## src/rtl/slice_mem_pkg.sv

```systemverilog
`default_nettype none
// ============================================================================
// slice_mem_pkg : shared types and helpers for the multi-channel slice MAC
// Rev 1.0
// ============================================================================
package slice_mem_pkg;

  typedef enum logic [0:0] {
    ST_RUN   = 1'b0,
    ST_FLUSH = 1'b1
  } state_e;

  localparam int DWIDTH_DEF = 8;
  localparam int CWIDTH_DEF = 9;
  localparam int WPI_DEF    = 40;
  localparam int SAT_W      = 64;

  typedef struct packed {
    logic                    ovf;
    logic signed [SAT_W-1:0] val;
  } sat_t;

  // Counter/pointer width that stays legal for a depth of 1.
  function automatic int cnt_width(input int n);
    return (n > 1) ? $clog2(n) : 1;
  endfunction

  // Signed coefficient times zero-extended pixel needs one extra bit.
  function automatic int prod_width(input int cw, input int dw);
    return cw + dw + 1;
  endfunction

  // Operands arrive sign-extended from w bits; result clamps to the w-bit range.
  function automatic sat_t sat_add(input logic signed [SAT_W-1:0] a,
                                   input logic signed [SAT_W-1:0] b,
                                   input int                      w);
    logic signed [SAT_W:0] sum;
    logic signed [SAT_W:0] hi;
    logic signed [SAT_W:0] lo;
    sat_t                  r;
    sum   = {a[SAT_W-1], a} + {b[SAT_W-1], b};
    hi    = (65'sd1 <<< (w - 1)) - 65'sd1;
    lo    = -(65'sd1 <<< (w - 1));
    r.ovf = 1'b0;
    r.val = sum[SAT_W-1:0];
    if (sum > hi) begin
      r.ovf = 1'b1;
      r.val = hi[SAT_W-1:0];
    end else if (sum < lo) begin
      r.ovf = 1'b1;
      r.val = lo[SAT_W-1:0];
    end
    return r;
  endfunction

endpackage
`default_nettype wire

```

## src/rtl/slice_linebuf.sv

```systemverilog
`default_nettype none
// ============================================================================
// slice_linebuf : circular line buffer of window partial sums, zero until written
// Rev 1.0
// ============================================================================
module slice_linebuf
  import slice_mem_pkg::*;
#(
  parameter  int DEPTH = 40,
  parameter  int WIDTH = 64,
  localparam int AW    = cnt_width(DEPTH)
) (
  input  logic             clk,
  input  logic             reset_n,
  input  logic             clken_i,
  input  logic [WIDTH-1:0] wdata_i,
  input  logic             flush_i,
  input  logic [AW-1:0]    flush_addr_i,
  output logic [WIDTH-1:0] rdata_o
);

  logic [WIDTH-1:0] mem_q [DEPTH];
  logic [DEPTH-1:0] valid_q;
  logic [AW-1:0]    ptr_q;
  logic             wr_en;
  logic [AW-1:0]    wr_addr;
  logic [WIDTH-1:0] wr_data;

  assign wr_en   = clken_i | flush_i;
  assign wr_addr = flush_i ? flush_addr_i : ptr_q;
  assign wr_data = flush_i ? '0 : wdata_i;

  always_ff @(posedge clk) begin
    if (wr_en) mem_q[wr_addr] <= wr_data;
  end

  // The valid vector, not the RAM, carries reset so the array stays inferable.
  always_ff @(posedge clk or negedge reset_n) begin
    if (!reset_n) begin
      valid_q <= '0;
      ptr_q   <= '0;
    end else if (flush_i) begin
      valid_q[flush_addr_i] <= 1'b0;
      ptr_q                 <= '0;
    end else if (clken_i) begin
      valid_q[ptr_q] <= 1'b1;
      ptr_q          <= (ptr_q == AW'(DEPTH - 1)) ? '0 : ptr_q + AW'(1);
    end
  end

  // The slot at ptr holds the commit made DEPTH commits ago.
  assign rdata_o = valid_q[ptr_q] ? mem_q[ptr_q] : '0;

endmodule
`default_nettype wire

```

## src/rtl/slice_mem_mc.sv

```systemverilog
`default_nettype none
// ============================================================================
// slice_mem_mc : multi-channel windowed pixel x coefficient accumulator with
//                line-buffer recall; SLICE_MEM_MC_SAT_EN adds saturation + ovf
// Rev 1.0
// ============================================================================
module slice_mem_mc
  import slice_mem_pkg::*;
#(
  parameter int DWIDTH    = DWIDTH_DEF,
  parameter int CWIDTH    = CWIDTH_DEF,
  parameter int AWIDTH    = 32,
  parameter int NCH       = 2,
  parameter int BLOCKSIZE = 32,
  parameter int WINCOLS   = 8,
  parameter int WPI       = WPI_DEF
) (
  input  logic                  clk,
  input  logic                  reset_n,
  input  logic                  dvi,
  input  logic [DWIDTH-1:0]     data,
  input  logic [NCH*CWIDTH-1:0] svcoeff,
  input  logic                  download,
  output logic                  busy,
  output logic                  dvo,
  output logic [NCH*AWIDTH-1:0] regout,
  output logic [NCH-1:0]        msb
`ifdef SLICE_MEM_MC_SAT_EN
  ,
  output logic [NCH-1:0]        ovf
`endif
);

  localparam int PWIDTH = prod_width(CWIDTH, DWIDTH);
  localparam int PCW    = cnt_width(BLOCKSIZE);
  localparam int BCW    = cnt_width(WINCOLS);
  localparam int PTRW   = cnt_width(WPI);
  localparam logic [PCW-1:0]  PIX_LAST = PCW'(BLOCKSIZE - 1);
  localparam logic [BCW-1:0]  BLK_LAST = BCW'(WINCOLS - 1);
  localparam logic [PTRW-1:0] FL_LAST  = PTRW'(WPI - 1);

  state_e                state_q, state_d;
  logic [PTRW-1:0]       flcnt_q, flcnt_d;
  logic                  adv, clr, lb_flush;
  logic [PCW-1:0]        pixcnt_q;
  logic [BCW-1:0]        blockcnt_q;
  logic                  newblock, newwin, commit;
  logic                  newwin_d_q, newwin_d2_q, dvo_q;
  logic [NCH*AWIDTH-1:0] lb_wdata, lb_rdata;

  always_ff @(posedge clk or negedge reset_n) begin
    if (!reset_n) begin
      state_q <= ST_RUN;
      flcnt_q <= '0;
    end else begin
      state_q <= state_d;
      flcnt_q <= flcnt_d;
    end
  end

  // download beats a coincident dvi; a held download keeps restarting the clear.
  always_comb begin
    state_d  = state_q;
    flcnt_d  = flcnt_q;
    busy     = 1'b0;
    lb_flush = 1'b0;
    clr      = 1'b0;
    adv      = 1'b0;
    case (state_q)
      ST_RUN: begin
        if (download) begin
          state_d = ST_FLUSH;
          flcnt_d = '0;
          clr     = 1'b1;
        end else begin
          adv = dvi;
        end
      end
      ST_FLUSH: begin
        busy     = 1'b1;
        lb_flush = 1'b1;
        if (download) begin
          flcnt_d = '0;
        end else if (flcnt_q == FL_LAST) begin
          state_d = ST_RUN;
          flcnt_d = '0;
        end else begin
          flcnt_d = flcnt_q + PTRW'(1);
        end
      end
      default: state_d = ST_RUN;
    endcase
  end

  assign newblock = adv & (pixcnt_q == PIX_LAST);
  assign newwin   = newblock & (blockcnt_q == BLK_LAST);
  assign commit   = adv & newwin_d_q;
  assign dvo      = dvo_q;

  always_ff @(posedge clk or negedge reset_n) begin
    if (!reset_n) begin
      pixcnt_q    <= '0;
      blockcnt_q  <= '0;
      newwin_d_q  <= 1'b0;
      newwin_d2_q <= 1'b0;
      dvo_q       <= 1'b0;
    end else begin
      dvo_q <= commit;
      if (clr) begin
        pixcnt_q    <= '0;
        blockcnt_q  <= '0;
        newwin_d_q  <= 1'b0;
        newwin_d2_q <= 1'b0;
      end else if (adv) begin
        pixcnt_q    <= (pixcnt_q == PIX_LAST) ? '0 : pixcnt_q + PCW'(1);
        newwin_d_q  <= newwin;
        newwin_d2_q <= newwin_d_q;
        if (newblock)
          blockcnt_q <= (blockcnt_q == BLK_LAST) ? '0 : blockcnt_q + BCW'(1);
      end
    end
  end

  for (genvar c = 0; c < NCH; c++) begin : g_ch
    logic signed [CWIDTH-1:0] coef;
    logic signed [PWIDTH-1:0] prod;
    logic signed [AWIDTH-1:0] mult_q, tmp_q, regout_q;
    logic signed [AWIDTH-1:0] fifo_out, base, tmp_sum, shift_sum;
    logic                     msb_q;

    assign coef     = signed'(svcoeff[c*CWIDTH +: CWIDTH]);
    assign prod     = PWIDTH'(coef) * signed'(PWIDTH'({1'b0, data}));
    assign fifo_out = signed'(lb_rdata[c*AWIDTH +: AWIDTH]);
    // First pixel product of a new window is seeded with last row's partial sum.
    assign base     = newwin_d2_q ? fifo_out : tmp_q;

`ifdef SLICE_MEM_MC_SAT_EN
    sat_t tmp_sat, shift_sat;
    logic ovf_q;
    assign tmp_sat   = sat_add(SAT_W'(base), SAT_W'(mult_q), AWIDTH);
    assign shift_sat = sat_add(SAT_W'(tmp_q), SAT_W'(mult_q), AWIDTH);
    assign tmp_sum   = tmp_sat.val[AWIDTH-1:0];
    assign shift_sum = shift_sat.val[AWIDTH-1:0];

    always_ff @(posedge clk or negedge reset_n) begin
      if (!reset_n)
        ovf_q <= 1'b0;
      else if (clr)
        ovf_q <= 1'b0;
      else if (adv & (tmp_sat.ovf | (commit & shift_sat.ovf)))
        ovf_q <= 1'b1;
    end
    assign ovf[c] = ovf_q;
`else
    assign tmp_sum   = base + mult_q;
    assign shift_sum = tmp_q + mult_q;
`endif

    always_ff @(posedge clk or negedge reset_n) begin
      if (!reset_n) begin
        mult_q   <= '0;
        tmp_q    <= '0;
        regout_q <= '0;
        msb_q    <= 1'b0;
      end else if (clr) begin
        mult_q   <= '0;
        tmp_q    <= '0;
        regout_q <= '0;
        msb_q    <= 1'b0;
      end else if (adv) begin
        mult_q <= AWIDTH'(prod);
        tmp_q  <= tmp_sum;
        if (commit) begin
          regout_q <= shift_sum;
          msb_q    <= ~shift_sum[AWIDTH-1] & (|shift_sum);
        end
      end
    end

    assign lb_wdata[c*AWIDTH +: AWIDTH] = shift_sum;
    assign regout[c*AWIDTH +: AWIDTH]   = regout_q;
    assign msb[c]                       = msb_q;
  end

  slice_linebuf #(
    .DEPTH (WPI),
    .WIDTH (NCH * AWIDTH)
  ) u_linebuf (
    .clk          (clk),
    .reset_n      (reset_n),
    .clken_i      (commit),
    .wdata_i      (lb_wdata),
    .flush_i      (lb_flush),
    .flush_addr_i (flcnt_q),
    .rdata_o      (lb_rdata)
  );

endmodule
`default_nettype wire

```

## config.mk

```make
export PLATFORM = sky130hd
export DESIGN_NAME = slice_mem_mc
export DESIGN_NICKNAME = d
export VERILOG_FILES = /design/src/rtl/slice_mem_pkg.sv /design/src/rtl/slice_linebuf.sv /design/src/rtl/slice_mem_mc.sv
export SDC_FILE = /design/constraint.sdc
export NUM_CORES = 2
export LEC_CHECK = 0
export ABC_AREA = 1
export CAP_MARGIN = 0
export CORE_ASPECT_RATIO = 0.7
export CORE_UTILIZATION = 50
export DETAILED_ROUTE_END_ITERATION = 10
export GPL_ROUTABILITY_DRIVEN = 0
export PLACE_DENSITY = 0.68
export RECOVER_POWER = 100
export SKIP_CTS_REPAIR_TIMING = 1
export SLEW_MARGIN = 10
export SYNTH_ARGS = -nofsm -noshare
export SYNTH_HDL_FRONTEND = slang
export SYNTH_SLANG_ARGS = --single-unit
```

## constraint.sdc

```tcl
create_clock -name clk -period 4.34 [get_ports clk]
set_input_delay 0.868 -clock clk [delete_from_list [all_inputs] [get_ports clk]]
set_output_delay 0.868 -clock clk [all_outputs]
set_load 0.02 [all_outputs]
```

# After elaboration in Yosys (flattened, before gate mapping)
# Memory sizes are Yosys's and may differ from the RTL's.
# Cells that the tools add are included.
[op_classes]
n_bitwise = 12
n_eq_ne = 5
reduce_logical = 10
n_mux = 61
n_addsub = 8
mul = 2
order_cmp = 4
[ops]
columns = ["op", "count"]
rows = [
  ["$mux 32", 16],
  ["$add 32x32->32", 4],
  ["$mux 64", 2],
  ["$mux 40", 2],
  ["$reduce_or 32->1", 2],
  ["$mux 6", 7],
  ["$and 40x40->40", 1],
  ["$not 40->40", 1],
  ["$or 40x40->40", 1],
  ["$mul 9x9->18", 2],
  ["$mux 1", 22],
  ["$mux 5", 3],
  ["$lt 6x7->1 const B", 2],
  ["$add 6x1->6 const B", 2],
  ["$demux 1 s6", 2],
  ["$eq 6x6->1 const B", 2],
  ["$ge 6x1->1 const B", 2],
  ["$mux 3", 4],
  ["$pmux 6 s2", 1],
  ["$reduce_bool 2->1", 4],
  ["$bmux 1 s6", 1],
  ["$add 5x1->5 const B", 1],
  ["$and 1x1->1", 5],
  ["$eq 5x5->1 const B", 1],
  ["8 further kinds", 12],
]
[word_totals]
mem_bits_rw = 2560
in_bits = 30
reg_bits = 258
wordCells = 120
out_inout_bits = 68
memories = 1
[memory_table]
columns = ["name", "words", "word_bits", "rd", "rd_ports_with_merged_regs", "wr", "line", "rtl"]
rows = [
  ["u_linebuf.mem_q", 40, 64, 1, 0, 1, "slice_linebuf.sv:22", "logic [WIDTH-1:0] mem_q [DEPTH];"],
]

# Longest topological paths before layout
[depth]
word_depth = 7
ltp_mapped = 32
depth_no_buf = 29

# By module
# A second synthesis with hierarchy kept.
[unflattened]
cells_unflattened = 14310
area_unflattened_um2 = 133834.6
[modules_own_cells]
columns = ["mod", "seq_area_each_um2", "cells_each", "n_inst", "area_each_um2"]
rows = [
  ["slice_linebuf", 78024.8, 10942, 1, 111777.2],
  ["slice_mem_mc", 4604.4, 3368, 1, 22057.4],
]

# Least setup slack after synthesis
# Ideal clock, no wire load.
[synth_path]
path_kind = "input -> register"
startpoint = "input port download"
endpoint = "memory u_linebuf.mem_q[11][0] (enable)"
setup_ns = 0.487
t_arrival_ns = 4.620
required_time_ns = 3.853
setup_slack_ns = -0.767
n_path_buf = 1
stages = 8
cell_sequence = "nor2_1 -> nand2_1 -> nor2_2 -> nor2_1 -> inv_1 -> buf_2 -> nand3_1 -> nor2_1"
[synth_between]
elab_chain_cells = 6
[synth_lines]
columns = ["item", "line", "rtl"]
rows = [
  ["start, declared", "slice_mem_mc.sv:23", "input logic download,"],
  ["$mux 1", "slice_mem_mc.sv:71", "if (download) begin"],
  ["$mux 1", "slice_mem_mc.sv:69", "case (state_q)"],
  ["$and 1x1->1", "slice_mem_mc.sv:97", "assign commit = adv & newwin_d_q;"],
  ["net commit", "slice_mem_mc.sv:47", "logic newblock, newwin, commit;"],
  ["$or 1x1->1", "slice_linebuf.sv:29", "assign wr_en = clken_i | flush_i;"],
  ["$mux 1", "slice_linebuf.sv:34", "if (wr_en) mem_q[wr_addr] <= wr_data;"],
  ["$mux 1 (not written as such)", "slice_linebuf.sv:34", ""],
  ["end, declared", "slice_linebuf.sv:22", ""],
]
# The timed path passes the listed nets, and every way through them passes these cells.

# Worst setup path in the final report
[layout_path]
startpoint = "register u_linebuf.ptr_q[1]"
endpoint = "register g_ch[1].tmp_q[23]"
[layout_between]
elab_chain_cells = 7
elab_cells_between_ends = 8
classes_between = "1 x add/sub; 6 x mux; 1 x memory"
[layout_lines]
columns = ["item", "line", "rtl"]
rows = [
  ["start, declared", "slice_linebuf.sv:24", "logic [AW-1:0] ptr_q;"],
  ["start signal, assigned", "slice_linebuf.sv:47", "ptr_q <= (ptr_q == AW'(DEPTH - 1)) ? '0 : ptr_q + AW'(1);"],
  ["$bmux 1 s6", "slice_linebuf.sv:52", "assign rdata_o = valid_q[ptr_q] ? mem_q[ptr_q] : '0;"],
  ["$mux 1 (not written as such)", "slice_linebuf.sv:52", ""],
  ["$mux 64 *", "slice_linebuf.sv:52", ""],
  ["$mux 32 *", "slice_mem_mc.sv:135", "assign base = newwin_d2_q ? fifo_out : tmp_q;"],
  ["$add 32x32->32 *", "slice_mem_mc.sv:155", "assign tmp_sum = base + mult_q;"],
  ["$mux 32 *", "slice_mem_mc.sv:170", "end else if (adv) begin"],
  ["$mux 32 *", "slice_mem_mc.sv:165", "end else if (clr) begin"],
  ["end signal, assigned", "slice_mem_mc.sv:172", "tmp_q <= tmp_sum;"],
  ["end, declared", "slice_mem_mc.sv:127", "logic signed [AWIDTH-1:0] mult_q, tmp_q, regout_q;"],
]
# Every way passes the cells marked *; elsewhere a longest branch is shown, timed or not. The select of a mux whose other input is x is not followed.
# A chain may end at the register's enable or synchronous reset.

==> results.sh <==
export IMPL_synth_top_cell_area_share_pct=64.7
export IMPL_skew_ns=0.112
export IMPL_yosysWarningCount=0
export IMPL_slew_violations=764
export IMPL_reg2regPathDepth=26
export IMPL_status="finished, violations left"
export IMPL_syn_nets=10100
export IMPL_ff2ff_setup_slack_ns=-0.28
export IMPL_worst_setup_path_type="reg2reg"
export IMPL_synthFlopType="edfxtp_1"
export IMPL_post_route_worst_setup_slack_ns=-0.277
export IMPL_p_per_area_mw_per_mm2=433
export IMPL_nFillCells=18000
export IMPL_p_leak_nw=50.2
export IMPL_ys_seq_area_share_pct=69.5
export IMPL_grt_start_max_net_pins=82
export IMPL_reg2reg_from="u_linebuf.ptr_q[1]$_DFFE_PN0P_"
export IMPL_portBuffers=97
export IMPL_route_detailed_drc=0
export IMPL_cp_end_kind="flip-flop"
export IMPL_wl_per_cell_um=28.6
export IMPL_vias=87100
export IMPL_worst_pin_slew_ns=2.32
export IMPL_clkTransAtPathRegs_ns=0.07
export IMPL_ant_nets=0
export IMPL_grt_total_usage_pct=32.4
export IMPL_instances_no_fill=14000
export IMPL_synthCells=9730
export IMPL_nets=11000
export IMPL_hold_slack_ns=0.478
export IMPL_crit_arrival_ns=5.43
export IMPL_io_pins=98
export IMPL_finalPower_mw=61.2
export IMPL_fmax_mhz=217
export IMPL_grt_antenna_before_repair=7
export IMPL_drt_total_wl_um=400000
export IMPL_crit_path_end="g_ch[1].tmp_q[23]$_DFFE_PN0P_"
export IMPL_startpoint="u_linebuf.ptr_q[1]$_DFFE_PN0P_"
export IMPL_core_area_mm2=0.236
export IMPL_synth_area_mm2=0.119
export IMPL_synthTopCellsByCount="nand2_1, edfxtp_1, inv_1"
export IMPL_synth_edf_count=2560
export IMPL_syn_to_final_growth_pct=19.0
export IMPL_clock_path_buffers=4
export IMPL_cts_made_buffers=245
export IMPL_cts_root_buf="clkbuf_16"
export IMPL_hold_violations=0
export IMPL_synth_most_common_cell="nand2_1"
export IMPL_worst_skew_pair_late_latency_ns=0.94
export IMPL_vdd_drop_max_uv=430
export IMPL_period_needed_ns=4.62
export IMPL_setup_violations=689
export IMPL_fp_dieW_um=585
export IMPL_cp_max_fo=20
export IMPL_synth_async_sr_flop_share_pct=8.24
export IMPL_final_area_mm2=0.142
export IMPL_r2r_end="g_ch[1].tmp_q[23]$_DFFE_PN0P_"
export IMPL_grt_pass1_wl_um=562000
export IMPL_finalCritPeriodShare_pct=106
export IMPL_postSynthAreaPerCell_um2=12.2
export IMPL_synth_seq_cells=2790
export IMPL_grt_ovfl_total=0
export IMPL_die_h_um=410
export IMPL_pre_cts_ws_ns=-1.30
export IMPL_failed_checks="capacitance limit, slew limit, setup timing"
export IMPL_cp_start_kind="flip-flop"
export IMPL_htree_levels=4
export IMPL_via_per_inst=6.22
export IMPL_hold_class="reg2reg"
export IMPL_dieArea_mm2=0.240
export IMPL_slew_headroom_pct=-54.5
export IMPL_num_rows=149
export IMPL_cts_tree="built"
export IMPL_ys_top_cells_by_area="edfxtp_1, nand2_1, dfrtp_1"
export IMPL_yosysUniqueCellTypes=61
export IMPL_rsz0062_at_grt="yes"
export IMPL_detailed_place_hpwl_um=252000
export IMPL_place_area_mm2=0.131
export IMPL_initial_utilization_pct=50.4
export IMPL_place_inst=13500
export IMPL_first_iter_violations=14800
export IMPL_dr_pass1_iters=7
export IMPL_clock_sinks=2790
export IMPL_cap_viol_max_count=18
export IMPL_grt_pass1_vias=80700
export IMPL_drive_gt1_share_pct=16.5
export IMPL_yosysTopAreaCell="edfxtp_1"
export IMPL_crit_required_ns=5.15
## metal layers
layer	track usage, %	wire length (um)	vias to the layer above
met5	0	19	-
met2	46.1	168000	6996
li1	-	-	36500
met1	47.9	153000	42600
met3	9.03	63500	911
met4	10.6	15600	4
## state kept, by name (all words and copies together), names as in the netlist
name,count
g_ch.regout_q,64
g_ch.msb_q,2
u_linebuf.mem_q,2560
u_linebuf.valid_q,40
pixcnt_q,5
flcnt_q,6
g_ch.tmp_q,64
dvo,1
g_ch.mult_q,36
u_linebuf.ptr_q,6
blockcnt_q,3
newwin_d_q,1
state_q,1
newwin_d2_q,1
## power breakdown
group | internal (mW) | total [mW] | switching (mW) | leakage (nW)
Sequential | 29.3 | 29.7 | 0.374 | 21.8
Clock | 12.2 | 22.1 | 9.91 | 3.84
Combinational | 3.64 | 9.41 | 5.77 | 24.6
Total | 45.2 | 61.2 | 16.1 | 50.2
## through the flow
step                      utilization [%]  setup TNS, ns
after detailed placement             55.5         -32.77
after floorplan                         -       -1867.66
after global routing                 60.0         -63.69
final                                60.0         -55.80
after CTS                            58.9         -16.37
after global placement               55.5         -29.06
## area by class of cell
| class | instances | area, um2 | share of cell area, % |
|---|---|---|---|
| sequential | 2790 | 82600 | 58.4 |
| multi-input combinational | 5667 | 33100 | 23.4 |
| timing repair buffer | 1080 | 10600 | 7.47 |
| clock buffer | 311 | 6560 | 4.64 |
| tap | 3171 | 3970 | 2.80 |
| inverter | 855 | 3280 | 2.32 |
| clock inverter | 128 | 1350 | 0.950 |
| antenna | 4 | 10.0 | 0.00707 |
## kinds of logic after synthesis
| logic type | share of synthesized area, % |
|---|---|
| XOR/XNOR | 0.265 |
| adder cells (fa/ha/maj) | 4.21 |
| AND/OR/NAND/NOR | 12.9 |
| AO/OA/AOI/OAI | 8.77 |
| buffers and inverters | 4.38 |
| flip-flops | 69.5 |
## worst min-delay path by stage
stage,startpoint,endpoint,depth (start not counted)
final,g_ch[0].regout_q[11]$_DFFE_PN0P_,g_ch[0].regout_q[11]$_DFFE_PN0P_,2
after CTS,reset_n,u_linebuf.valid_q[29]$_DFFE_PN0P_,1
after global routing,g_ch[0].regout_q[11]$_DFFE_PN0P_,g_ch[0].regout_q[11]$_DFFE_PN0P_,2
after floorplan,g_ch[1].msb_q$_DFFE_PN0P_,g_ch[1].msb_q$_DFFE_PN0P_,2
after global placement,g_ch[1].msb_q$_DFFE_PN0P_,g_ch[1].msb_q$_DFFE_PN0P_,2
after detailed placement,g_ch[1].msb_q$_DFFE_PN0P_,g_ch[1].msb_q$_DFFE_PN0P_,2
## critical path, stage by stage, from the launching register on
cell,delay [ns]
dfrtp_1,0.42
buf_12,0.17
nand2_4,0.07
nor2_4,0.18
buf_4,0.34
buf_12,0.24
buf_4,0.23
a22oi_1,0.13
a31oi_1,0.32
nor2_2,0.09
nand3_1,0.09
buf_4,0.16
nand2_1,0.07
buf_4,0.16
o21ai_1,0.14
ha_4,0.27
a21oi_2,0.19
o21ai_0,0.18
a21boi_2,0.17
nand2_2,0.08
nand2_1,0.07
nand2_2,0.12
nand2_2,0.10
inv_1,0.06
o21ai_2,0.13
nand3_2,0.15
o21ai_1,0.13
## placed cells by master (no fill, tap or decap), drive strengths merged, types with 25 or more instances in the layout
master	instances
edfxtp	2560
nand2	2633
inv	854
clkbuf	352
a22oi	336
bufinv	26
nor2	424
dfrtp	230
a31oi	25
a22o	106
fa	124
a21oi	305
dlygate4sd3	63
a221oi	207
and3	45
nand3	253
nand4	293
nor3	34
o21ai	476
o31ai	26
clkinv	89
buf	943
ha	202
Note: power is estimated with default switching activity, not from simulation.
